--- config.mk ---
export PLATFORM = sky130hd
export DESIGN_NAME = operand_fetch_sequencer_flat
export DESIGN_NICKNAME = d
export VERILOG_FILES = /design/src/rtl/operand_fetch_sequencer_if.sv /design/src/rtl/operand_fetch_sequencer.sv /design/src/flat_wrapper.sv
export SDC_FILE = /design/constraint.sdc
export NUM_CORES = 1
export LEC_CHECK = 0
export CAP_MARGIN = 0
export CORE_ASPECT_RATIO = 1.75
export CORE_UTILIZATION = 30
export CTS_CLUSTER_SIZE = 28
export DETAILED_ROUTE_END_ITERATION = 10
export GPL_ROUTABILITY_DRIVEN = 0
export PLACE_DENSITY = 0.67
export SETUP_SLACK_MARGIN = 0.3
export SYNTH_ARGS = -nofsm -noshare
export SYNTH_HDL_FRONTEND = slang
export SYNTH_SLANG_ARGS = --single-unit
--- constraint.sdc ---
create_clock -name fclk -period 1.8 [get_ports fclk]
set_input_delay 0.36 -clock fclk [delete_from_list [all_inputs] [get_ports fclk]]
set_output_delay 0.36 -clock fclk [all_outputs]
set_load 0.05 [all_outputs]
--- src/rtl/operand_fetch_sequencer_if.sv ---
// operand_fetch_sequencer_if: decode/bus signals between the core and the operand fetch sequencer
// slave  : sequencer side (takes start/operand_count/pc_in/rdy/db_in, drives addr/latch/pc/status/operand)
// master : decode/bus side (mirror of slave)
interface operand_fetch_sequencer_if;
  logic        start;
  logic [1:0]  operand_count;
  logic [15:0] pc_in;
  logic        rdy;
  logic [7:0]  db_in;
  logic [15:0] addr_out;
  logic        rwb;
  logic        latch_clear;
  logic        latch_strobe;
  logic        pc_inc;
  logic        busy;
  logic        done;
  logic [15:0] operand_out;
  logic        error;
  modport slave (
    input  start, operand_count, pc_in, rdy, db_in,
    output addr_out, rwb, latch_clear, latch_strobe, pc_inc, busy, done, operand_out, error
  );
  modport master (
    output start, operand_count, pc_in, rdy, db_in,
    input  addr_out, rwb, latch_clear, latch_strobe, pc_inc, busy, done, operand_out, error
  );
endinterface

--- src/rtl/operand_fetch_sequencer.sv ---
// operand_fetch_sequencer: fetches 0-2 operand bytes after the opcode, driving latch clear/strobe, read address and pc_inc
// fclk/reset : core clock, synchronous active-high reset
// bus        : operand_fetch_sequencer_if.slave (request, RDY, data bus in; address, latch strobes, status, operand out)
// OPFETCH_TIMEOUT_EN : when defined, a RDY stall of TIMEOUT_CYCLES aborts the fetch and sets a sticky error
module operand_fetch_sequencer #(
  parameter int TIMEOUT_CYCLES = 255,
  parameter int CNT_W          = 8
) (
  input logic                       fclk,
  input logic                       reset,
  operand_fetch_sequencer_if.slave  bus
);
  typedef enum logic [1:0] {IDLE, FETCH_LO, FETCH_HI, DONE} state_t;
  state_t      state_q, state_d;
  logic [15:0] base_q, base_d;
  logic [15:0] operand_q, operand_d;
  logic [1:0]  count_q, count_d;
  logic        clr_q;
  logic        accept, fetch, take, abort;
  if (TIMEOUT_CYCLES >= (1 << CNT_W)) begin : g_cnt_w_check
    $error("CNT_W cannot hold TIMEOUT_CYCLES");
  end
  assign accept = !reset && state_q == IDLE && bus.start;
  assign fetch  = state_q == FETCH_LO || state_q == FETCH_HI;
  // gated by reset so a reset landing mid-fetch never strobes the latch
  assign take   = !reset && fetch && bus.rdy;
  always_comb begin
    state_d   = state_q;
    base_d    = base_q;
    count_d   = count_q;
    operand_d = operand_q;
    unique case (state_q)
      IDLE: if (bus.start) begin
        base_d    = bus.pc_in;
        count_d   = bus.operand_count == 2'd3 ? 2'd2 : bus.operand_count;
        operand_d = '0;
        state_d   = bus.operand_count == 2'd0 ? DONE : FETCH_LO;
      end
      FETCH_LO: if (bus.rdy) begin
        operand_d[7:0] = bus.db_in;
        state_d        = count_q == 2'd2 ? FETCH_HI : DONE;
      end
      FETCH_HI: if (bus.rdy) begin
        operand_d[15:8] = bus.db_in;
        state_d         = DONE;
      end
      DONE: state_d = IDLE;
    endcase
    if (abort) state_d = IDLE;
  end
  always_ff @(posedge fclk) begin
    if (reset) begin
      state_q   <= IDLE;
      base_q    <= '0;
      count_q   <= '0;
      operand_q <= '0;
      clr_q     <= 1'b1;
    end else begin
      state_q   <= state_d;
      base_q    <= base_d;
      count_q   <= count_d;
      operand_q <= operand_d;
      clr_q     <= 1'b0;
    end
  end
`ifdef OPFETCH_TIMEOUT_EN
  logic [CNT_W-1:0] wait_q;
  logic             err_q;
  // abort on the TIMEOUT_CYCLES-th consecutive stalled cycle
  assign abort = fetch && !bus.rdy && wait_q == CNT_W'(TIMEOUT_CYCLES - 1);
  always_ff @(posedge fclk) begin
    if (reset) begin
      wait_q <= '0;
      err_q  <= 1'b0;
    end else begin
      wait_q <= (fetch && !bus.rdy && !abort) ? wait_q + CNT_W'(1) : '0;
      err_q  <= abort ? 1'b1 : accept ? 1'b0 : err_q;
    end
  end
  assign bus.error = err_q;
`else
  assign abort     = 1'b0;
  assign bus.error = 1'b0;
`endif
  assign bus.addr_out     = state_q == FETCH_HI ? base_q + 16'd1 : base_q;
  assign bus.rwb          = 1'b1;
  assign bus.latch_clear  = !reset && (clr_q || accept || abort);
  assign bus.latch_strobe = take;
  assign bus.pc_inc       = take;
  assign bus.busy         = state_q != IDLE;
  assign bus.done         = state_q == DONE;
  assign bus.operand_out  = operand_q;
endmodule

--- src/flat_wrapper.sv ---
// flat-port wrapper written by rule: the top's interface ports become plain ports
module operand_fetch_sequencer_flat 
#(
  parameter int TIMEOUT_CYCLES = 255,
  parameter int CNT_W          = 8
)
  (fclk, reset, bus_start, bus_operand_count, bus_pc_in, bus_rdy, bus_db_in, bus_addr_out, bus_rwb, bus_latch_clear, bus_latch_strobe, bus_pc_inc, bus_busy, bus_done, bus_operand_out, bus_error);
  operand_fetch_sequencer_if bus_i ();
  input logic fclk;
  input logic reset;
  input wire logic [$bits(bus_i.start)-1:0] bus_start;
  input wire logic [$bits(bus_i.operand_count)-1:0] bus_operand_count;
  input wire logic [$bits(bus_i.pc_in)-1:0] bus_pc_in;
  input wire logic [$bits(bus_i.rdy)-1:0] bus_rdy;
  input wire logic [$bits(bus_i.db_in)-1:0] bus_db_in;
  output wire logic [$bits(bus_i.addr_out)-1:0] bus_addr_out;
  output wire logic [$bits(bus_i.rwb)-1:0] bus_rwb;
  output wire logic [$bits(bus_i.latch_clear)-1:0] bus_latch_clear;
  output wire logic [$bits(bus_i.latch_strobe)-1:0] bus_latch_strobe;
  output wire logic [$bits(bus_i.pc_inc)-1:0] bus_pc_inc;
  output wire logic [$bits(bus_i.busy)-1:0] bus_busy;
  output wire logic [$bits(bus_i.done)-1:0] bus_done;
  output wire logic [$bits(bus_i.operand_out)-1:0] bus_operand_out;
  output wire logic [$bits(bus_i.error)-1:0] bus_error;
  assign bus_i.start = bus_start;
  assign bus_i.operand_count = bus_operand_count;
  assign bus_i.pc_in = bus_pc_in;
  assign bus_i.rdy = bus_rdy;
  assign bus_i.db_in = bus_db_in;
  assign bus_addr_out = bus_i.addr_out;
  assign bus_rwb = bus_i.rwb;
  assign bus_latch_clear = bus_i.latch_clear;
  assign bus_latch_strobe = bus_i.latch_strobe;
  assign bus_pc_inc = bus_i.pc_inc;
  assign bus_busy = bus_i.busy;
  assign bus_done = bus_i.done;
  assign bus_operand_out = bus_i.operand_out;
  assign bus_error = bus_i.error;
  operand_fetch_sequencer #(.TIMEOUT_CYCLES(TIMEOUT_CYCLES), .CNT_W(CNT_W)) u_core (.fclk(fclk), .reset(reset), .bus(bus_i));
endmodule
==> results of run 1 <==
-- per-layer routing --
metal  track usage (%)  part of all wire, %  up-vias
met1              18.3                   34      929
met5                 0                    0        -
met2              34.3                   59       67
met3              2.49                  3.1       16
li1                  -                    -      942
met4              9.47                  3.9        0
-- logic make-up after synthesis --
logic type	count (synthesis)	synth area share (%)
AOI/OAI and AO/OA	42	14.5
xor gates and xnor gates	15	7.34
adders and majority gates	6	4.20
buffers and inverters	19	5.17
DFF	37	41.4
muxes	1	0.629
other	2	0.420
and+or+nand+nor	97	26.4
-- worst register-to-register path, stage by stage, from the launching register on --
cell and delay [ns]:
dfxtp_2 0.36, inv_4 0.04, buf_4 0.12, buf_6 0.10
buf_6 0.11, ha_4 0.16, buf_6 0.11, buf_8 0.13
nand2b_4 0.12, o21ai_4 0.10, o21bai_1 0.20, a211oi_2 0.22
-- repair_timing --
item                                    in CTS  in global routing
gates cloned                                 0                  1
buffers inserted                             8                  5
endpoints found under the setup margin      39                 55
pin swaps                                   39                 48
resized for setup                           37                 79
-- stage by stage --
| step | area [µm²] | setup WS (ns) | power, mW |
|---|---|---|---|
| floorplan | 2120 | -0.0950 | 2.57 |
| global placement | 3160 | -0.0988 | 3.45 |
| detailed placement | 3160 | -0.130 | 3.49 |
| CTS | 3510 | -0.359 | 4.69 |
| global route | 3890 | -0.485 | 5.54 |
| finish | 3890 | -0.398 | 5.31 |
-- flip-flops by register name, summed over array words and instances, names as in the netlist --
register,flops
u_core.bus.operand_out,16
u_core.base_q,16
u_core.state_q,2
u_core.count_q,2
u_core.clr_q,1
-- power groups by stage --
stage | Combinational [mW] | Clock, mW | Sequential, mW
floorplan | 1.34 | 0 | 1.22
finish | 3.40 | 0.832 | 1.08
detailed placement | 2.41 | 0 | 1.08
global route | 3.57 | 0.876 | 1.09
global placement | 2.39 | 0 | 1.07
CTS | 2.78 | 0.844 | 1.06
-- path summary, 6_finish.rpt --
kind                                   start                          to  slack (ns)  cells past startpoint
hold / removal    u_core.bus.operand_out[14]  u_core.bus.operand_out[14]        0.46                      2
setup reg to reg           u_core.state_q[0]           u_core.state_q[0]       -0.07                     11
hold reg to reg   u_core.bus.operand_out[14]  u_core.bus.operand_out[14]        0.46                      2
setup / recovery            u_core.base_q[1]            bus_addr_out[14]       -0.40                      6
-- Yosys cell counts (all sizes together) --
cell type  count  share of area, %
nand2         51                11
dfxtp         37                41
a21oi         26               7.3
nor2          17               3.6
nand4         14               5.7
xnor2         11               5.4
buf            9               3.1
a22oi          8               3.4
clkbuf         6               1.3
ha             6               4.2
inv            4              0.84
nand2b         4               1.4
nand3          4               1.4
xor2           4               2.0
a211oi         3               1.3
and3           2              0.70
conb           2              0.42
o211ai         2               1.4
a2111oi        1              0.49
and2           1              0.35
mux2           1              0.63
nor2b          1              0.35
nor3           1              0.56
nor3b          1              0.42
nor4           1               1.2
o21ai          1              0.28
o21bai         1              0.42
-- layout make-up --
class | count | area, µm²
Fill cell | 410 | 1780
Multi-Input combinational cell | 163 | 1640
Clock buffer | 6 | 93.8
Tap cell | 76 | 95.1
Sequential cell | 37 | 757
Timing Repair Buffer | 111 | 1250
Inverter | 4 | 22.5
Clock inverter | 2 | 38.8
==> summary.txt, run 1 <==
Int Power = 3.05 mW
status = finished, violations left
Tightest Hold Check Type = register to register
HPWL after DPL = 3870 µm
skew final = 0.00504 ns
die span in x = 60.4 µm
vias in the first global route = 1922
Root Driver = clkbuf_8
average cell area after synthesis = 8.17 µm²
Psw = 2.26 mW
Pleak = 1.59 nW
die area = 6290 µm²
CTS tree = yes
Non-Filler Instances = 399
Antenna diodes = 0
synth warn = 0
Via Count = 1954
DRT Wirelength = 5980 µm
Core ar. = 5680 µm²
Worst Setup Path Type = register to output port
Synth-to-Final Area Change = 118%
CP Buf/Inv Count = 1
Syn Std Cell Area = 1790 µm²
power share of the clock group = 15.7%
largest net degree at the start of global routing = 28
final core utilization = 68.6%
most frequent cells in the layout = buf_4, nand2_1, dfxtp_1, clkdlybuf4s50_1, buf_12
first-pass GRT wire length = 8740 µm
violated checks = setup timing
Mapped Cells = 219
Setup crit start kind = register
die height = 104 µm
Crit Path Max Fanout = 4
Rows = 36
Max stage delay on crit path = 0.39 ns
Routed WL per cell = 15.0 µm
Period minus WS final = 2.20 ns
Synthesized Nets = 255
Max Cap Violations = 0
# port buffers = 66
# hold bufs at CTS = 0
Critical Path, Cell by Cell = ha_4 > nand4_1 > nor3_4 > nand3_2 > xnor2_4 > buf_12
crit-path leading delay family = simple AND/OR/NAND/NOR gates
Max Buffers Root-to-Sink = 2
Tot GR Track Use = 18.4%
Final ANT Viol Nets = 0
crit end category = output port
fin crit share = 122%
Max VDD drop = 925 µV
Clock Sinks = 37
placed cells = 377
register area share after synthesis = 41.4%
Initial Util = 31.5%
sequential power share = 20.3%
Worst path slowest cell = dfxtp_4
Switching Fraction = 42.6%
drt drc = 0
Iteration-0 DRC Markers = 35
hold slack = 0.461 ns
Setup violations, final = 37
setup_tns = -5.74 ns
Nets = 358
CTS Buf Count = 5
First-pass DRT Iterations = 4
Max Freq = 0.455 GHz
Worst-path clk slew = 0.08 ns
grt ovf = 0
Pins Over Slew Limit = 0
WP data arrival = 1.84 ns
level count of the clock H-tree = 2
Clock Latency Late Sink = 0.29 ns
layout cell share with drive strength beyond 1 = 60.1%
final hold viol count = 0
Req. time, crit path = 1.44 ns
IO Pins = 69
RSZ-0062 raised after global routing = true
antenna violations before repair = 0
Netlist cell types = 30
PD cells = 1360 nW/µm²
#FFs+latches synth = 37
commonest non-fill, non-tap cell in the layout = buf_4
worst setup margin = -0.398 ns
via density per instance = 4.90
combinational power share = 64.0%
(Power assumes the default switching activity.)
==> run 2: changes to the inputs <==
- CAP_MARGIN: 0 -> 10
- CTS_BUF_LIST: unset -> sky130_fd_sc_hd__clkbuf_16
==> run 2 against run 1 <==
Net effect:
- the flow still finishes with violations (setup timing)
- core utilization is 0.46 points lower
- non-clock buffer count shrank 1
- sequential power hardly changed
- critical path depth did not move
- routed wire length rose by 0.72%
- critical path type unchanged
- largest power group unchanged
==> summary.txt, run 2 (synthesis gave the netlist of run 1 again) <==
CTS tree = yes
first-pass GRT wire length = 8750 µm
WP data arrival = 1.81 ns
Max VDD drop = 794 µV
level count of the clock H-tree = 2
Critical Path, Cell by Cell = ha_4 > nand4_1 > nor3_4 > nand3_2 > xnor2_4 > buf_12
vias in the first global route = 1946
CTS Buf Count = 5
Setup crit start kind = register
cell area after layout = 3870 µm²
status = finished, violations left
Non-Filler Instances = 398
grt ovf = 0
Antenna diodes = 0
setup_tns = -4.18 ns
Worst Setup Path Type = register to output port
Iteration-0 DRC Markers = 52
drt drc = 0
PD cells = 1420 nW/µm²
hold slack = 0.457 ns
Final ANT Viol Nets = 0
multi-input logic area = 1570 µm²
die span in x = 60.4 µm
pre-CTS setup slack = -0.130 ns
First-pass DRT Iterations = 4
# port buffers = 66
die height = 104 µm
skew final = 0.00497 ns
antenna violations before repair = 0
Core ar. = 5680 µm²
die area = 6290 µm²
Worst path slowest cell = dfxtp_4
commonest non-fill, non-tap cell in the layout = buf_4
Max Cap Violations = 0
RSZ-0062 raised after global routing = true
met2 track demand over resource = 34.5%
fin crit share = 121%
via density per instance = 4.86
largest net degree at the start of global routing = 28
crit end category = output port
Pleak = 1.57 nW
final hold viol count = 0
Worst-path clk slew = 0.06 ns
most frequent cells in the layout = buf_4, nand2_1, dfxtp_1, clkdlybuf4s50_1, buf_12
Nets = 357
Tot GR Track Use = 18.2%
Max Freq = 0.460 GHz
Max stage delay on crit path = 0.37 ns
Initial Util = 31.5%
final core utilization = 68.1%
met3 usage = 2.74%
Crit Path Max Fanout = 4
Setup violations, final = 19
Tightest Hold Check Type = register to register
Synth-to-Final Area Change = 116%
HPWL after DPL = 3870 µm
IO Pins = 69
Root Driver = clkbuf_16
Max Buffers Root-to-Sink = 2
Req. time, crit path = 1.44 ns
layout cell share with drive strength beyond 1 = 58.4%
placed cells = 377
Overall Power = 5.49 mW
violated checks = setup timing
DRT Wirelength = 6020 µm
fillers = 419
Via Count = 1934
Rows = 36
GRT Max-Usage Layer = met2
FF+latch area = 757 µm²
worst setup margin = -0.372 ns
Clock Latency Late Sink = 0.28 ns
Period minus WS final = 2.17 ns
DP Area = 3160 µm²
Pins Over Slew Limit = 0
Routed WL per cell = 15.1 µm
GR Layer Usage met1 = 18.1%
Clock Sinks = 37
# hold bufs at CTS = 0
## run 2: cell types whose count changed in the layout (fill, tap and decap cells not counted), moves of 2 or more
cell / change
nand2_4: -7
nand2_2: +6
a21oi_1: +5
a21oi_2: -5
clkbuf_16: +5
clkbuf_8: -5
buf_6: -3
buf_4: +2
## run 2: final cells by class
cell class	instances	share of cell area (%)
Tap cell	76	2.46
Clock inverter	2	1.00
Multi-Input combinational cell	163	40.7
Inverter	4	0.582
Timing Repair Buffer	110	31.8
Clock buffer	6	3.88
Sequential cell	37	19.6
## run 2: worst paths after layout
kind                                    from  slack [ns]                    endpoint  cells past startpoint
setup / recovery            u_core.base_q[1]       -0.37            bus_addr_out[14]                      6
hold / removal    u_core.bus.operand_out[14]        0.46  u_core.bus.operand_out[14]                      2
setup reg to reg           u_core.state_q[0]        0.03  u_core.bus.operand_out[12]                     10
hold reg to reg   u_core.bus.operand_out[14]        0.46  u_core.bus.operand_out[14]                      2
## run 2: metal layers
metal / wire length [µm] / vias up
met4: 115 / 0
li1: - / 941
met2: 3680 / 51
met1: 2060 / 936
met5: 0 / -
met3: 168 / 6
## run 2: power by group
part           internal [mW]  total, mW  leakage, nW  switching [mW]
logic                   1.54       3.33         1.17            1.79
clock network          0.743       1.09       0.0926           0.352
registers              0.956       1.07        0.305           0.113
total                   3.24       5.49         1.57            2.25
## run 2: what timing repair did
item / in CTS / in global routing
pin swaps: 39 / 39
buffers inserted: 8 / 4
gates resized for setup: 35 / 65
hold endpoints to repair: 0 / 0
gates cloned: 0 / 1
endpoints found under the setup margin: 39 / 55
## run 2: worst max-delay path, delay by kind of cell, from the launching register on
family | cells | cell delay, ns
buffers and inverters | 1 | 0.15
xor gates and xnor gates | 1 | 0.21
and+or+nand+nor | 3 | 0.68
DFF | 1 | 0.37
adders and majority gates | 1 | 0.13
